`src/rtl/skid_buffer_pkg.sv`:
```
// rtl/skid_buffer_pkg.sv - shared state encoding and constants for the skid buffer
package skid_buffer_pkg;

  localparam int SB_COUNT_W = 2;

  typedef enum logic [1:0] {
    EMPTY = 2'd0,
    BUSY  = 2'd1,
    FULL  = 2'd2
  } sb_state_t;

  // Occupancy implied by a state; used to register o_count alongside the state.
  function automatic logic [SB_COUNT_W-1:0] sb_count(sb_state_t s);
    logic [SB_COUNT_W-1:0] c;
    c = '0;
    case (s)
      EMPTY:   c = 2'd0;
      BUSY:    c = 2'd1;
      FULL:    c = 2'd2;
      default: c = 2'd0;
    endcase
    return c;
  endfunction

endpackage

```
`src/rtl/skid_buffer_if.sv`:
```
// rtl/skid_buffer_if.sv - producer/consumer handshake bundle for the skid buffer
interface skid_buffer_if
  import skid_buffer_pkg::*;
#(
  parameter int WORD_WIDTH = 32
);

  logic                  i_clear;
  logic                  i_valid;
  logic                  i_ready;
  logic [WORD_WIDTH-1:0] i_data;
  logic                  o_valid;
  logic                  o_ready;
  logic [WORD_WIDTH-1:0] o_data;
  logic [SB_COUNT_W-1:0] o_count;

  // Environment side: drives the producer inputs and the consumer ready.
  modport master (
    output i_clear,
    output i_valid,
    output i_data,
    output o_ready,
    input  i_ready,
    input  o_valid,
    input  o_data,
    input  o_count
  );

  modport slave (
    input  i_clear,
    input  i_valid,
    input  i_data,
    input  o_ready,
    output i_ready,
    output o_valid,
    output o_data,
    output o_count
  );

endinterface

```
`src/rtl/skid_buffer.sv`:
```
// rtl/skid_buffer.sv - two-entry registered valid/ready slice; every output is a flop
module skid_buffer
  import skid_buffer_pkg::*;
#(
  parameter int WORD_WIDTH = 32
) (
  input  logic         clk,
  input  logic         reset_n,
  skid_buffer_if.slave bus
);

  sb_state_t             state_q, state_d;
  logic                  i_ready_q, i_ready_d;
  logic                  o_valid_q, o_valid_d;
  logic [SB_COUNT_W-1:0] o_count_q, o_count_d;
  logic [WORD_WIDTH-1:0] o_data_q;
  logic [WORD_WIDTH-1:0] skid_q;

  logic in_xfer;
  logic out_xfer;
  logic load_out_from_in;
  logic load_out_from_skid;
  logic load_skid;

  assign in_xfer  = bus.i_valid && i_ready_q;
  assign out_xfer = o_valid_q && bus.o_ready;

  always_comb begin
    state_d            = state_q;
    load_out_from_in   = 1'b0;
    load_out_from_skid = 1'b0;
    load_skid          = 1'b0;

    if (bus.i_clear) begin
      // Flush wins over any handshake; data registers keep their contents.
      state_d = EMPTY;
    end else begin
      case (state_q)
        EMPTY: begin
          if (in_xfer) begin
            load_out_from_in = 1'b1;
            state_d          = BUSY;
          end
        end
        BUSY: begin
          if (in_xfer && out_xfer) begin
            load_out_from_in = 1'b1;
          end else if (in_xfer) begin
            load_skid = 1'b1;
            state_d   = FULL;
          end else if (out_xfer) begin
            state_d = EMPTY;
          end
        end
        FULL: begin
          if (out_xfer) begin
            load_out_from_skid = 1'b1;
            state_d            = BUSY;
          end
        end
        default: state_d = EMPTY;
      endcase
    end

    i_ready_d = (state_d != FULL);
    o_valid_d = (state_d != EMPTY);
    o_count_d = sb_count(state_d);
  end

  always_ff @(posedge clk or negedge reset_n) begin
    if (!reset_n) begin
      state_q   <= EMPTY;
      i_ready_q <= 1'b0;
      o_valid_q <= 1'b0;
      o_count_q <= '0;
    end else begin
      state_q   <= state_d;
      i_ready_q <= i_ready_d;
      o_valid_q <= o_valid_d;
      o_count_q <= o_count_d;
    end
  end

  always_ff @(posedge clk or negedge reset_n) begin
    if (!reset_n) begin
      o_data_q <= '0;
      skid_q   <= '0;
    end else begin
      if (load_out_from_in) begin
        o_data_q <= bus.i_data;
      end else if (load_out_from_skid) begin
        o_data_q <= skid_q;
      end
      if (load_skid) begin
        skid_q <= bus.i_data;
      end
    end
  end

  assign bus.i_ready = i_ready_q;
  assign bus.o_valid = o_valid_q;
  assign bus.o_data  = o_data_q;
  assign bus.o_count = o_count_q;

`ifdef FORMAL
  // Two-word shadow of accepted-but-not-emitted words, in acceptance order.
  logic [WORD_WIDTH-1:0] shadow_q [2];
  logic [1:0]            shadow_cnt_q;

  always_ff @(posedge clk or negedge reset_n) begin
    if (!reset_n) begin
      shadow_cnt_q <= '0;
      shadow_q[0]  <= '0;
      shadow_q[1]  <= '0;
    end else if (bus.i_clear) begin
      shadow_cnt_q <= '0;
    end else if (in_xfer && !out_xfer) begin
      shadow_q[shadow_cnt_q[0]] <= bus.i_data;
      shadow_cnt_q              <= shadow_cnt_q + 2'd1;
    end else if (!in_xfer && out_xfer) begin
      shadow_q[0]  <= shadow_q[1];
      shadow_cnt_q <= shadow_cnt_q - 2'd1;
    end else if (in_xfer && out_xfer) begin
      shadow_q[0] <= bus.i_data;
    end
  end

  a_no_ready_when_full: assert property (@(posedge clk) disable iff (!reset_n)
    !(i_ready_q && o_count_q == 2'd2));
  a_valid_matches_count: assert property (@(posedge clk) disable iff (!reset_n)
    o_valid_q == (o_count_q != 2'd0));
  a_stalled_data_stable: assert property (@(posedge clk) disable iff (!reset_n)
    (o_valid_q && !bus.o_ready) |=> $stable(o_data_q));
  a_word_order: assert property (@(posedge clk) disable iff (!reset_n)
    o_valid_q |-> (o_data_q == shadow_q[0] && o_count_q == shadow_cnt_q));
`endif

endmodule

```
`src/flat_wrapper.sv`:
```
// flat-port wrapper written by rule: the top's interface ports become plain ports
module skid_buffer_flat import skid_buffer_pkg::*;
#(
  parameter int WORD_WIDTH = 32
)
  (clk, reset_n, bus_i_clear, bus_i_valid, bus_i_data, bus_o_ready, bus_i_ready, bus_o_valid, bus_o_data, bus_o_count);
  skid_buffer_if #(.WORD_WIDTH(WORD_WIDTH)) bus_i ();
  input  logic clk;
  input  logic reset_n;
  input wire logic [$bits(bus_i.i_clear)-1:0] bus_i_clear;
  input wire logic [$bits(bus_i.i_valid)-1:0] bus_i_valid;
  input wire logic [$bits(bus_i.i_data)-1:0] bus_i_data;
  input wire logic [$bits(bus_i.o_ready)-1:0] bus_o_ready;
  output wire logic [$bits(bus_i.i_ready)-1:0] bus_i_ready;
  output wire logic [$bits(bus_i.o_valid)-1:0] bus_o_valid;
  output wire logic [$bits(bus_i.o_data)-1:0] bus_o_data;
  output wire logic [$bits(bus_i.o_count)-1:0] bus_o_count;
  assign bus_i.i_clear = bus_i_clear;
  assign bus_i.i_valid = bus_i_valid;
  assign bus_i.i_data = bus_i_data;
  assign bus_i.o_ready = bus_o_ready;
  assign bus_i_ready = bus_i.i_ready;
  assign bus_o_valid = bus_i.o_valid;
  assign bus_o_data = bus_i.o_data;
  assign bus_o_count = bus_i.o_count;
  skid_buffer #(.WORD_WIDTH(WORD_WIDTH)) u_core (.clk(clk), .reset_n(reset_n), .bus(bus_i));
endmodule
```
`config.mk`:
```
export PLATFORM = sky130hd
export DESIGN_NAME = skid_buffer_flat
export DESIGN_NICKNAME = d
export VERILOG_FILES = /design/src/rtl/skid_buffer_pkg.sv /design/src/rtl/skid_buffer_if.sv /design/src/rtl/skid_buffer.sv /design/src/flat_wrapper.sv
export SDC_FILE = /design/constraint.sdc
export NUM_CORES = 1
export LEC_CHECK = 0
export ABC_AREA = 1
export BUFFER_PORTS_ARGS = -buffer_cell sky130_fd_sc_hd__buf_2
export CAP_MARGIN = 10
export CORE_ASPECT_RATIO = 2
export CORE_MARGIN = 1
export CORE_UTILIZATION = 46
export CTS_CLUSTER_SIZE = 10
export DETAILED_ROUTE_END_ITERATION = 7
export PLACE_DENSITY = 0.67
export SLEW_MARGIN = 40
export SYNTH_ARGS = -nofsm -noshare
export SYNTH_HDL_FRONTEND = slang
export SYNTH_SLANG_ARGS = --single-unit
```
`constraint.sdc`:
```
create_clock -name clk -period 1.7 [get_ports clk]
set_clock_uncertainty 0.15 [all_clocks]
set_input_delay 0.17 -clock clk [delete_from_list [all_inputs] [get_ports clk]]
set_output_delay 0.17 -clock clk [all_outputs]
set_load 0.05 [all_outputs]
```
# == Word-level counts from Yosys, hierarchy flattened ==
# Cells that the tools add are included.
# totals
reg_bits,70
latch_bits,0
ramBits,0
mem_bits_ro,0
out_inout_bits,36
word_cells,37
mem_count,0
# op_classes
add_sub_neg,0
n_mul,0
div,0
magnitude_cmp,0
n_eq_ne,5
shift,0
n_mux,20
n_bitwise,0
reduce_logical,6
# op_table
operator,count
$mux W32,2
$mux W2,6
$mux W1,9
$pmux W2 S3,1
$eq A2 B1 Y1 const B,2
$eq A2 B2 Y1 const B,2
$pmux W2 S2,1
$reduce_bool A2 Y1,2
$logic_and A1 B1 Y1,3
$logic_not A2 Y1,1
$ne A2 B2 Y1 const B,1
$pmux W1 S2,1

# == Logic depth before layout (Yosys ltp) ==
# Gate-level depths: netlist of the first run.
# depth
ltp_word,8
ltp_mapped,8
ltp_nobuf,7

# == Least setup slack after synthesis of the first run ==
# No wires, ideal clock.
# synth_timing
kind,register to register
start,"reg u_core.o_valid_q, in the netlist u_core.bus.o_valid"
end,"reg u_core.o_data_q[11], in the netlist u_core.bus.o_data[11]"
setup_time_ns,0.118
arrival_time_ns,1.491
required_ns,1.432
slack_ns,-0.059
path_stages_with_launch,9
path_cell_list,dfrtp_1 -> nand2_1 -> nand2_2 -> nand3_4 -> nand2_1 -> inv_2 -> buf_2 -> nand2_1 -> nand2_1
# synth_via
elab_chain_cells,6
elab_cells_between_ends,10
# synth_rtl
element,line_no,rtl
start: declaration,skid_buffer.sv:14,"logic o_valid_q, o_valid_d;"
start signal: assignment,skid_buffer.sv:79,o_valid_q <= o_valid_d;
$logic_and A1 B1 Y1 (*),skid_buffer.sv:26,assign out_xfer = o_valid_q && bus.o_ready;
$logic_and A1 B1 Y1,skid_buffer.sv:46,if (in_xfer && out_xfer) begin
$mux W1,skid_buffer.sv:46,
$pmux W1 S2,skid_buffer.sv:38,case (state_q)
$mux W1,skid_buffer.sv:34,if (bus.i_clear) begin
$mux W32 or $reduce_bool A2 Y1 (tied branches),n/a,
end signal: assignment,skid_buffer.sv:90,o_data_q <= bus.i_data;
end signal: assignment,skid_buffer.sv:92,o_data_q <= skid_q;
end: declaration,skid_buffer.sv:16,logic [WORD_WIDTH-1:0] o_data_q;
# Every way passes the cells marked *; elsewhere a longest branch is shown, timed or not.
# A chain may end at the register's enable or synchronous reset.

# == Worst setup path in the final report of the first run ==
# layout_timing
start,"reg u_core.i_ready_q, in the netlist u_core.bus.i_ready"
end,"reg u_core.o_valid_q, in the netlist u_core.bus.o_valid"
# layout_via
elab_chain_cells,6
elab_cells_between_ends,8
# layout_rtl
element,line_no,rtl
start: declaration,skid_buffer.sv:13,"logic i_ready_q, i_ready_d;"
start signal: assignment,skid_buffer.sv:78,i_ready_q <= i_ready_d;
$logic_and A1 B1 Y1 (*),skid_buffer.sv:25,assign in_xfer = bus.i_valid && i_ready_q;
$mux W2 or $logic_and A1 B1 Y1 (tied branches),"skid_buffer.sv:48, skid_buffer.sv:46",
$mux W2,skid_buffer.sv:46,
$pmux W2 S3 (*),skid_buffer.sv:38,
$mux W2 (*),skid_buffer.sv:34,
$reduce_bool A2 Y1 (*),skid_buffer.sv:66,o_valid_d = (state_d != EMPTY);
via u_core.o_valid_d,skid_buffer.sv:14,
# Mark *: on every way through the listed nets, which the timed path passes. The rest lies on a longest branch.

==> reports/qor.txt, run 1 <==
crit path to: u_core.bus.o_valid$_DFF_PN0_
Largest stage delay, worst path: 0.40 ns
die area: 0.00735 mm^2
final net count: 543
clk sink count: 70
Via Count: 3,014
placed cell areas: 0.00372 mm^2
Max Freq: 632 MHz
Slew @ Worst Pin: 0.474 ns
RSZ-0062 raised after global routing: no
Min Hold Slack: 0.143 ns
mux contribution to synthesized area: 0%
cell area after synthesis: 0.00322 mm^2
drt first pass iters: 5
r2r endpoint: u_core.bus.o_valid$_DFF_PN0_
Ports: 73
FF-to-FF setup slack: 0.12 ns
Worst slew margin: 68.4%
via-per-instance ratio: 5.03
DRC: 0
overall die height: 120 um
final hold violations: 0
post-synthesis net count: 437
worst setup path startpoint: u_core.bus.i_ready$_DFF_PN0_
I/O Buffers: 72
fin crit share: 93.1%
WP data required: 1.73 ns
gr usage total: 24.5%
clk buf depth: 2
initial antenna violation count: 0
Max-cap violations: 0
startpoint type of the worst setup path: register
DPL Wire Length: 4.91 mm
Max IR drop VDD: 687 uV
Synth Area in Compound Gates: 4.82%
RePlAce Congestion: 0.805
core area: 0.00667 mm^2
adder-cell share of the synthesized area: 0%
CP Capture Type: register
Critical Path Stages: 7
H-tree depth: 3
filler instances: 606
clk root buf: clkbuf_16
TNS Setup: 0 ns
Routed WL: 7.92 mm
diode count: 0
Pins Over Slew Limit: 0
synth unique cells: 17
critical setup path kind: reg2reg
vias in the first global route: 2,979
Initial Utilization: 48.2%
simple-gate portion of the synthesized area: 29.6%
Starting DRT DRC Count: 175
Clock Latency Late Sink: 0.33 ns
Post-CTS Setup Repair Bufs: 0
family with the most delay on the worst path: simple AND/OR/NAND/NOR gates
largest net degree at the start of global routing: 62
Cell Pwr Density: 1730 mW/mm^2
min Tclk post-route: 1.58 ns
largest family of logic cells by synthesized area: simple AND/OR/NAND/NOR gates
syn avg cell area: 8.04 um^2
flops & latches, synth: 70
Num CTS Buffers: 9
status: complete, no violations
CP Data Arrival Time: 1.62 ns
XOR/XNOR Fraction of Synth Area: 0%
CTS tree: done
Die Wd: 61.1 um
R2R depth: 7
WL/cell: 13.2 um
RR Startpoint: u_core.bus.i_ready$_DFF_PN0_
Clock transition at path regs: 0.05 ns
layout overhead on the synthesized area: 36.0%
Synthesis Warnings: 0
sequential area share after synthesis: 54.5%
slowest stage cell, crit path: dfrtp_2
leakage: 2.48 nW
fin util: 65.5%
HP Class: in2reg
Max FO, Critical Path: 32
final setup violation count: 0
worst path bufs/invs: 3
Overflow after GRT: 0
Mapped Cells: 400
post-route cell area: 0.00437 mm^2
first-pass GRT wire length: 13.2 mm
CP Cell Sequence: nand2_1 > inv_2 > nand3_4 > nand2_1 > inv_2 > buf_12 > nand3_1
fraction of final layout cells sized beyond drive strength 1: 21.9%
Final ANT Viol Nets: 0
row count: 42
==> layer usage <==
| layer | GRT usage, % | routed length [um] |
|---|---|---|
| met1 | 29.9 | 3150 |
| met2 | 39.7 | 4190 |
| met3 | 5.03 | 412 |
| met4 | 12.1 | 161 |
| met5 | 0 | 0 |
==> what timing repair did <==
item                                    4_1_cts  5_1_grt
resized for setup                             0        1
hold buffers                                 33        0
endpoints found under the setup margin        0       15
hold endpoints to repair                     69        0
==> state kept, by name, indices dropped and copies added (netlist names) <==
register            count
u_core.bus.o_valid      1
u_core.bus.i_ready      1
u_core.bus.o_data      32
u_core.skid_q          32
u_core.bus.o_count      2
u_core.state_q          2
==> stage by stage <==
| stage | setup WS [ns] | instances | power [mW] |
|---|---|---|---|
| final | 0.118 | 599 | 7.58 |
| after global placement | 0.155 | 550 | 5.51 |
| after global routing | 0.00988 | 599 | 8.03 |
| after CTS | 0.0756 | 599 | 7.62 |
| after floorplan | 0.0997 | 400 | 4.84 |
| after detailed placement | 0.0960 | 550 | 5.57 |
==> how the worst min path moves through the flow <==
| stage | from | to | slack (ns) | depth (start not counted) |
|---|---|---|---|---|
| detailed placement | reset_n | u_core.skid_q[16]$_DFFE_PN0P_ | 0.01 | 1 |
| global route | bus_o_ready | u_core.state_q[0]$_DFF_PN0_ | 0.19 | 4 |
| CTS | bus_o_ready | u_core.state_q[0]$_DFF_PN0_ | 0.12 | 4 |
| floorplan | reset_n | u_core.bus.i_ready$_DFF_PN0_ | -0.28 | 0 |
| finish | bus_o_ready | u_core.state_q[0]$_DFF_PN0_ | 0.14 | 4 |
| global placement | reset_n | u_core.skid_q[16]$_DFFE_PN0P_ | 0.01 | 1 |
==> worst register-to-register path, stage by stage, from the launching register on <==
cell	delay (ns)
dfrtp_2	0.40
nand2_1	0.14
inv_2	0.08
nand3_4	0.16
nand2_1	0.13
inv_2	0.09
buf_12	0.18
nand3_1	0.11
==> synth_stat cells <==
cell	count	area share, %
o21ai_1	29	4.5
buf_1	1	0.12
a21oi_1	1	0.16
buf_6	2	0.70
nand4_1	33	6.4
nor2_4	1	0.35
nand3_4	1	0.54
inv_1	61	7.1
clkbuf_1	11	1.3
buf_2	10	1.6
nand2_1	130	15
o21ai_0	1	0.16
nand2_2	1	0.19
nor2_1	3	0.35
inv_2	3	0.35
nand3_1	42	6.5
dfrtp_1	70	54
==> area by class of cell <==
class | count | area [um^2] | area share (%)
sequential | 70 | 1750 | 40.1
tap | 88 | 110 | 2.52
clock inverter | 3 | 40.0 | 0.916
timing repair buffer | 119 | 836 | 19.1
inverter | 64 | 240 | 5.50
multi-input combinational | 242 | 1110 | 25.4
clock buffer | 13 | 280 | 6.41
==> where the power goes <==
group          total [mW]  switching, mW  leakage (nW)  internal (mW)
Sequential           2.72          0.371         0.885           2.35
Combinational        2.90           2.10          1.43          0.804
Clock                1.96          0.667         0.162           1.29
Total                7.58           3.14          2.48           4.44
==> layout by cell type (no fill, tap or decap) <==
| cell type | netlist | routed |
|---|---|---|
| dfrtp_1 | 70 | 68 |
| a21oi_1 | 1 | 1 |
| clkbuf_16 | 0 | 9 |
| clkbuf_8 | 0 | 4 |
| inv_2 | 3 | 3 |
| o21ai_0 | 1 | 1 |
| buf_2 | 10 | 71 |
| nor2_4 | 1 | 1 |
| clkinv_2 | 0 | 2 |
| buf_4 | 0 | 12 |
| nand2_1 | 130 | 129 |
| dfrtp_2 | 0 | 2 |
| nand2_2 | 1 | 2 |
| o21ai_1 | 29 | 29 |
| nand4_1 | 33 | 33 |
| nand3_4 | 1 | 1 |
| nand3_1 | 42 | 42 |
| dlygate4sd3_1 | 0 | 33 |
| inv_1 | 61 | 61 |
| buf_12 | 0 | 3 |
| nor2_1 | 3 | 2 |
| bufinv_16 | 0 | 1 |
| nor2_2 | 0 | 1 |
==> cell families after synthesis <==
family,after synthesis
AND/OR/NAND/NOR,211
buffers and inverters,88
flip-flops,70
AO/OA/AOI/OAI,31
Power figures use the tool's default switching activity.
==> inputs of run 2 (changes only) <==
PLACE_DENSITY = 0.7   (was 0.67)
==> run 2 against run 1 <==
  * Critical path depth is the same
  * Cell count grew 0.17%
  * Via count shrank 0.53%
  * Routed wire length shrank 0.57%
  * Total power shrank 3.5%
  * Design area shrank 0.69%
  * Clock-buffer cell count grew 2
  * Maximum frequency grew 0.58%
  * Sequential power is essentially flat
  * Non-clock buffer count grew 1
  * First-iteration DRC count grew 1.1%
  * Global-route usage shrank 0.55 points
  * Critical endpoint is now u_core.skid_q[1]$_DFFE_PN0P_
  * Highest routed layer unchanged
==> reports/qor.txt, run 2 (synthesis results as in run 1) <==
status: complete, no violations
gr usage total: 24.0% (-0.55 points)
filler instances: 602 (-0.66%)
core area: 0.00667 mm^2 (unchanged)
fraction of final layout cells sized beyond drive strength 1: 21.1% (-0.82 points)
Die Wd: 61.1 um (unchanged)
R2R depth: 7 (unchanged)
DPL Wire Length: 5.12 mm (+4.4%)
H-tree depth: 3 (unchanged)
via-per-instance ratio: 5.00 (-0.70%)
layout overhead on the synthesized area: 35.0%
Initial Utilization: 48.2% (unchanged)
r2r endpoint: u_core.skid_q[1]$_DFFE_PN0P_
commonest cells after routing, fill and taps aside: nand2_1, buf_2, dfrtp_1
Final ANT Viol Nets: 0 (unchanged)
clk buf depth: 2 (unchanged)
overall die height: 120 um (unchanged)
vias in the first global route: 2,923 (-1.9%)
Cell Pwr Density: 1680 mW/mm^2 (-2.8%)
final worst-path setup slack: 0.127 ns (+0.00906 ns)
WL/cell: 13.1 um (-0.73%)
Via Count: 2,998 (-0.53%)
I/O Buffers: 72 (unchanged)
clk sink count: 70 (unchanged)
Max IR drop VDD: 911 uV (+32%)
crit path to: u_core.skid_q[1]$_DFFE_PN0P_
min Tclk post-route: 1.57 ns (-0.00906 ns)
largest net degree at the start of global routing: 62 (unchanged)
drt first pass iters: 4 (-1)
DRC: 0 (unchanged)
leading cell type in the layout, fill and taps excluded: nand2_1
Clock Latency Late Sink: 0.33 ns (about the same)
CTS tree: done
RSZ-0062 raised after global routing: no
Starting DRT DRC Count: 177 (+1.1%)
Pins Over Slew Limit: 0 (unchanged)
TNS Setup: 0 ns (unchanged)
Slew @ Worst Pin: 0.446 ns (-0.0278 ns)
PostCTS Resize Cnt: 0 (unchanged)
die area: 0.00735 mm^2 (unchanged)
final net count: 544 (+0.18%)
Overflow after GRT: 0 (unchanged)
critical setup path kind: reg2reg
WP data required: 1.76 ns (+0.03 ns)
Ports: 73 (unchanged)
Max Freq: 636 MHz (+0.58%)
CP Capture Type: register
HP Class: in2async
clk root buf: clkbuf_16
worst setup path startpoint: u_core.state_q[1]$_DFF_PN0_
initial antenna violation count: 0 (unchanged)
Routed WL: 7.88 mm (-0.57%)
post-route total power: 7.31 mW (-3.5%)
Clock transition at path regs: 0.05 ns (about the same)
Final Non-Filler Cells: 600 (+0.17%)
pre-CTS setup slack: 0.138 ns (+0.0422 ns)
final hold violations: 0 (unchanged)
leakage: 2.46 nW (-0.83%)
row count: 42 (unchanged)
RR Startpoint: u_core.state_q[1]$_DFF_PN0_
final setup violation count: 0 (unchanged)
dpl cells: 551 (+0.18%)
Worst slew margin: 70.0% (+1.5 points)
RePlAce Congestion: 0.794 (-1.3%)
Max FO, Critical Path: 61 (+91%)
startpoint type of the worst setup path: register
diode count: 0 (unchanged)
Max-cap violations: 0 (unchanged)
Num CTS Buffers: 9 (unchanged)
CP Data Arrival Time: 1.64 ns (+0.02 ns)
FF-to-FF setup slack: 0.13 ns (about the same)
first-pass GRT wire length: 12.9 mm (-2.3%)
Post-CTS Setup Repair Bufs: 0 (unchanged)
fin crit share: 92.5% (-0.53 points)
[run 2: final cells by class]
| class | count | area [um^2] | area share [%] |
|---|---|---|---|
| multi-input combinational | 242 | 1110 | 25.5 |
| timing repair buffer | 120 | 856 | 19.7 |
| clock buffer | 15 | 268 | 6.17 |
| inverter | 64 | 240 | 5.53 |
| clock inverter | 1 | 5.00 | 0.115 |
| tap | 88 | 110 | 2.54 |
| sequential | 70 | 1750 | 40.4 |
[run 2: worst min path at each step]
stage | startpoint | endpoint | slack [ns] | cells past startpoint
floorplan | reset_n | u_core.bus.i_ready$_DFF_PN0_ | -0.28 | 0
global placement | reset_n | u_core.bus.o_data[14]$_DFFE_PN0P_ | -0.10 | 1
detailed placement | reset_n | u_core.bus.o_data[16]$_DFFE_PN0P_ | -0.1 | 1
CTS | reset_n | u_core.bus.o_data[2]$_DFFE_PN0P_ | 0.09 | 2
global route | reset_n | u_core.bus.o_data[2]$_DFFE_PN0P_ | 0.12 | 2
finish | reset_n | u_core.bus.o_data[4]$_DFFE_PN0P_ | 0.09 | 2
[run 2: where the power goes]
group | total (mW) | switching [mW] | internal, mW
Combinational | 2.90 | 2.09 | 0.815
Sequential | 2.70 | 0.356 | 2.35
Clock | 1.70 | 0.636 | 1.07
Total | 7.31 | 3.08 | 4.23
[run 2: metrics by stage]
stage,instance area (um^2),utilization (%),hold slack [ns]
after CTS,4340,65.1,0.0878
after floorplan,3220,-,-0.276
after global routing,4340,65.1,0.123
final,4340,65.1,0.0891
after global placement,3740,56.0,-0.104
after detailed placement,3740,56.0,-0.0988
[run 2: routing by layer]
| metal | track usage (%) | part of all wire (%) | vias to the layer above |
|---|---|---|---|
| met5 | 0 | 0 | - |
| met4 | 12.4 | 2.2 | 0 |
| met3 | 5.35 | 3.8 | 14 |
| met2 | 38.5 | 53 | 65 |
| met1 | 29.1 | 41 | 1429 |
| li1 | - | - | 1490 |
[run 2: timing repair]
action                                  4_1_cts  5_1_grt
hold buffers                                 33        0
endpoints found under the setup margin        0        0
hold endpoints to repair                    104        0
[run 2: worst max-delay path: stages (launching register included)]
cell,delay [ns]
dfrtp_1,0.41
inv_2,0.07
nand2_1,0.04
nor2_1,0.28
nand2_2,0.11
buf_12,0.21
nand2_1,0.09
o21ai_1,0.07
==> inputs of run 3 (changes only) <==
PLACE_DENSITY = 0.76   (was 0.7)
==> run 3 against run 2 <==
  * Combinational power barely moved
  * Sequential share of layout area rose by 0.19 points
  * First-iteration DRC count fell by 4.5%
  * Worst setup slack improved by 0.019 ns
  * Design area fell by 0.46%
  * Flip-flop and latch count did not move
  * Global-route usage rose by 0.80 points
  * Utilization fell by 0.30 points
  * Critical path type unchanged
==> reports/qor.txt, run 3 (synthesis results as in run 1) <==
status: complete, no violations
WP data required: 1.76 ns (about the same)
row count: 42 (unchanged)
gr usage total: 24.8% (+0.80 points)
hold_buf cts: 33 (unchanged)
H-tree depth: 3 (unchanged)
clk sink count: 70 (unchanged)
Max-cap violations: 0 (unchanged)
via-per-instance ratio: 5.07 (+1.4%)
critical setup path kind: reg2reg
fraction of final layout cells sized beyond drive strength 1: 20.9% (-0.15 points)
clk buf depth: 2 (unchanged)
Overflow after GRT: 0 (unchanged)
DRC: 0 (unchanged)
DPL Wire Length: 5.06 mm (-1.2%)
final hold violations: 0 (unchanged)
I/O Buffers: 72 (unchanged)
RSZ-0062 raised after global routing: no
fin util: 64.8% (-0.30 points)
drt first pass iters: 4 (unchanged)
layout overhead on the synthesized area: 34.4%
clk root buf: clkbuf_16
RePlAce Congestion: 0.805 (+1.4%)
PostCTS Resize Cnt: 0 (unchanged)
Clock transition at path regs: 0.05 ns (about the same)
initial antenna violation count: 0 (unchanged)
Via Count: 3,035 (+1.2%)
Starting DRT DRC Count: 169 (-4.5%)
leading cell type in the layout, fill and taps excluded: nand2_1
WHS Path Cells: 4
die area: 0.00735 mm^2 (unchanged)
Initial Utilization: 48.2% (unchanged)
fin crit share: 91.4% (-1.1 points)
commonest cells after routing, fill and taps aside: nand2_1, buf_2, dfrtp_1
Clock Latency Late Sink: 0.33 ns (about the same)
Slew @ Worst Pin: 0.415 ns (-0.0311 ns)
leakage: 2.45 nW (-0.28%)
vias in the first global route: 2,985 (+2.1%)
Num CTS Buffers: 9 (unchanged)
largest net degree at the start of global routing: 62 (unchanged)
overall die height: 120 um (unchanged)
final net count: 543 (-0.18%)
final worst-path setup slack: 0.146 ns (+0.0192 ns)
Worst slew margin: 72.3% (+2.4 points)
Post-CTS Setup Repair Bufs: 0 (unchanged)
Die Wd: 61.1 um (unchanged)
first-pass GRT wire length: 13.4 mm (+3.8%)
R2R depth: 7 (unchanged)
pre-CTS setup slack: 0.193 ns (+0.0545 ns)
Final ANT Viol Nets: 0 (unchanged)
WL/cell: 13.4 um (+2.1%)
diode count: 0 (unchanged)
Max FO, Critical Path: 61 (unchanged)
Cell Pwr Density: 1690 mW/mm^2 (+0.62%)
TNS Setup: 0 ns (unchanged)
CTS tree: done
Ports: 73 (unchanged)
Max Freq: 643 MHz (+1.2%)
CP Capture Type: register
startpoint type of the worst setup path: register
CP Data Arrival Time: 1.61 ns (-0.03 ns)
Pins Over Slew Limit: 0 (unchanged)
Max IR drop VDD: 770 uV (-15%)
Routed WL: 8.03 mm (+1.9%)
min Tclk post-route: 1.55 ns (-0.0192 ns)
post-route total power: 7.32 mW (+0.16%)
final setup violation count: 0 (unchanged)
HP Class: in2reg
core area: 0.00667 mm^2 (unchanged)
-- run 3: changes by cell type in the layout (fill, tap and decap cells not counted), sizes merged --
cell	delta
buf	-1
-- run 3: final timing paths --
| path | end | slack (ns) | startpoint |
|---|---|---|---|
| worst max-delay path | u_core.skid_q[4]$_DFFE_PN0P_ | 0.15 | u_core.state_q[1]$_DFF_PN0_ |
| worst min-delay path | u_core.state_q[0]$_DFF_PN0_ | 0.13 | bus_o_ready |
| worst max register to register | u_core.skid_q[4]$_DFFE_PN0P_ | 0.15 | u_core.state_q[1]$_DFF_PN0_ |
| worst min register to register | u_core.bus.o_data[21]$_DFFE_PN0P_ | 0.32 | u_core.bus.o_data[21]$_DFFE_PN0P_ |
| max in group asynchronous | u_core.bus.o_data[31]$_DFFE_PN0P_ | 0.67 | reset_n |
| min in group asynchronous | u_core.bus.o_data[11]$_DFFE_PN0P_ | 0.17 | reset_n |
-- run 3: power breakdown --
part	switching [mW]	total [mW]	internal [mW]	leakage (nW)
logic	2.09	2.89	0.803	1.43
registers	0.373	2.72	2.35	0.885
clock network	0.641	1.71	1.07	0.134
-- run 3: area by class of cell --
class / instances / area, um^2
fill: 596 / 2350
sequential: 70 / 1750
multi-input combinational: 242 / 1110
timing repair buffer: 119 / 836
clock buffer: 15 / 268
inverter: 64 / 240
tap: 88 / 110
clock inverter: 1 / 5.00
-- run 3: layer usage --
| layer | wire [um] | track usage [%] | up-vias |
|---|---|---|---|
| met2 | 4170 | 38.9 | 91 |
| li1 | - | - | 1484 |
| met5 | 0 | 0 | - |
| met1 | 3260 | 29.9 | 1436 |
| met4 | 295 | 14.6 | 0 |
| met3 | 303 | 5.67 | 24 |
-- run 3: worst max-delay path: stages (launching register included) --
cell     delay [ns]
dfrtp_1        0.41
inv_2          0.07
nand2_1        0.04
nor2_1         0.26
nand2_2        0.11
buf_12         0.21
nand2_1        0.09
o21ai_1        0.06
-- run 3: stage by stage --
step / hold slack (ns) / instances / instance area (um^2)
2_1_floorplan: -0.276 / 400 / 3220
3_3_place_gp: -0.0194 / 550 / 3720
3_5_place_dp: -0.00846 / 550 / 3720
4_1_cts: 0.121 / 599 / 4320
5_1_grt: 0.164 / 599 / 4320
6_report: 0.132 / 599 / 4320
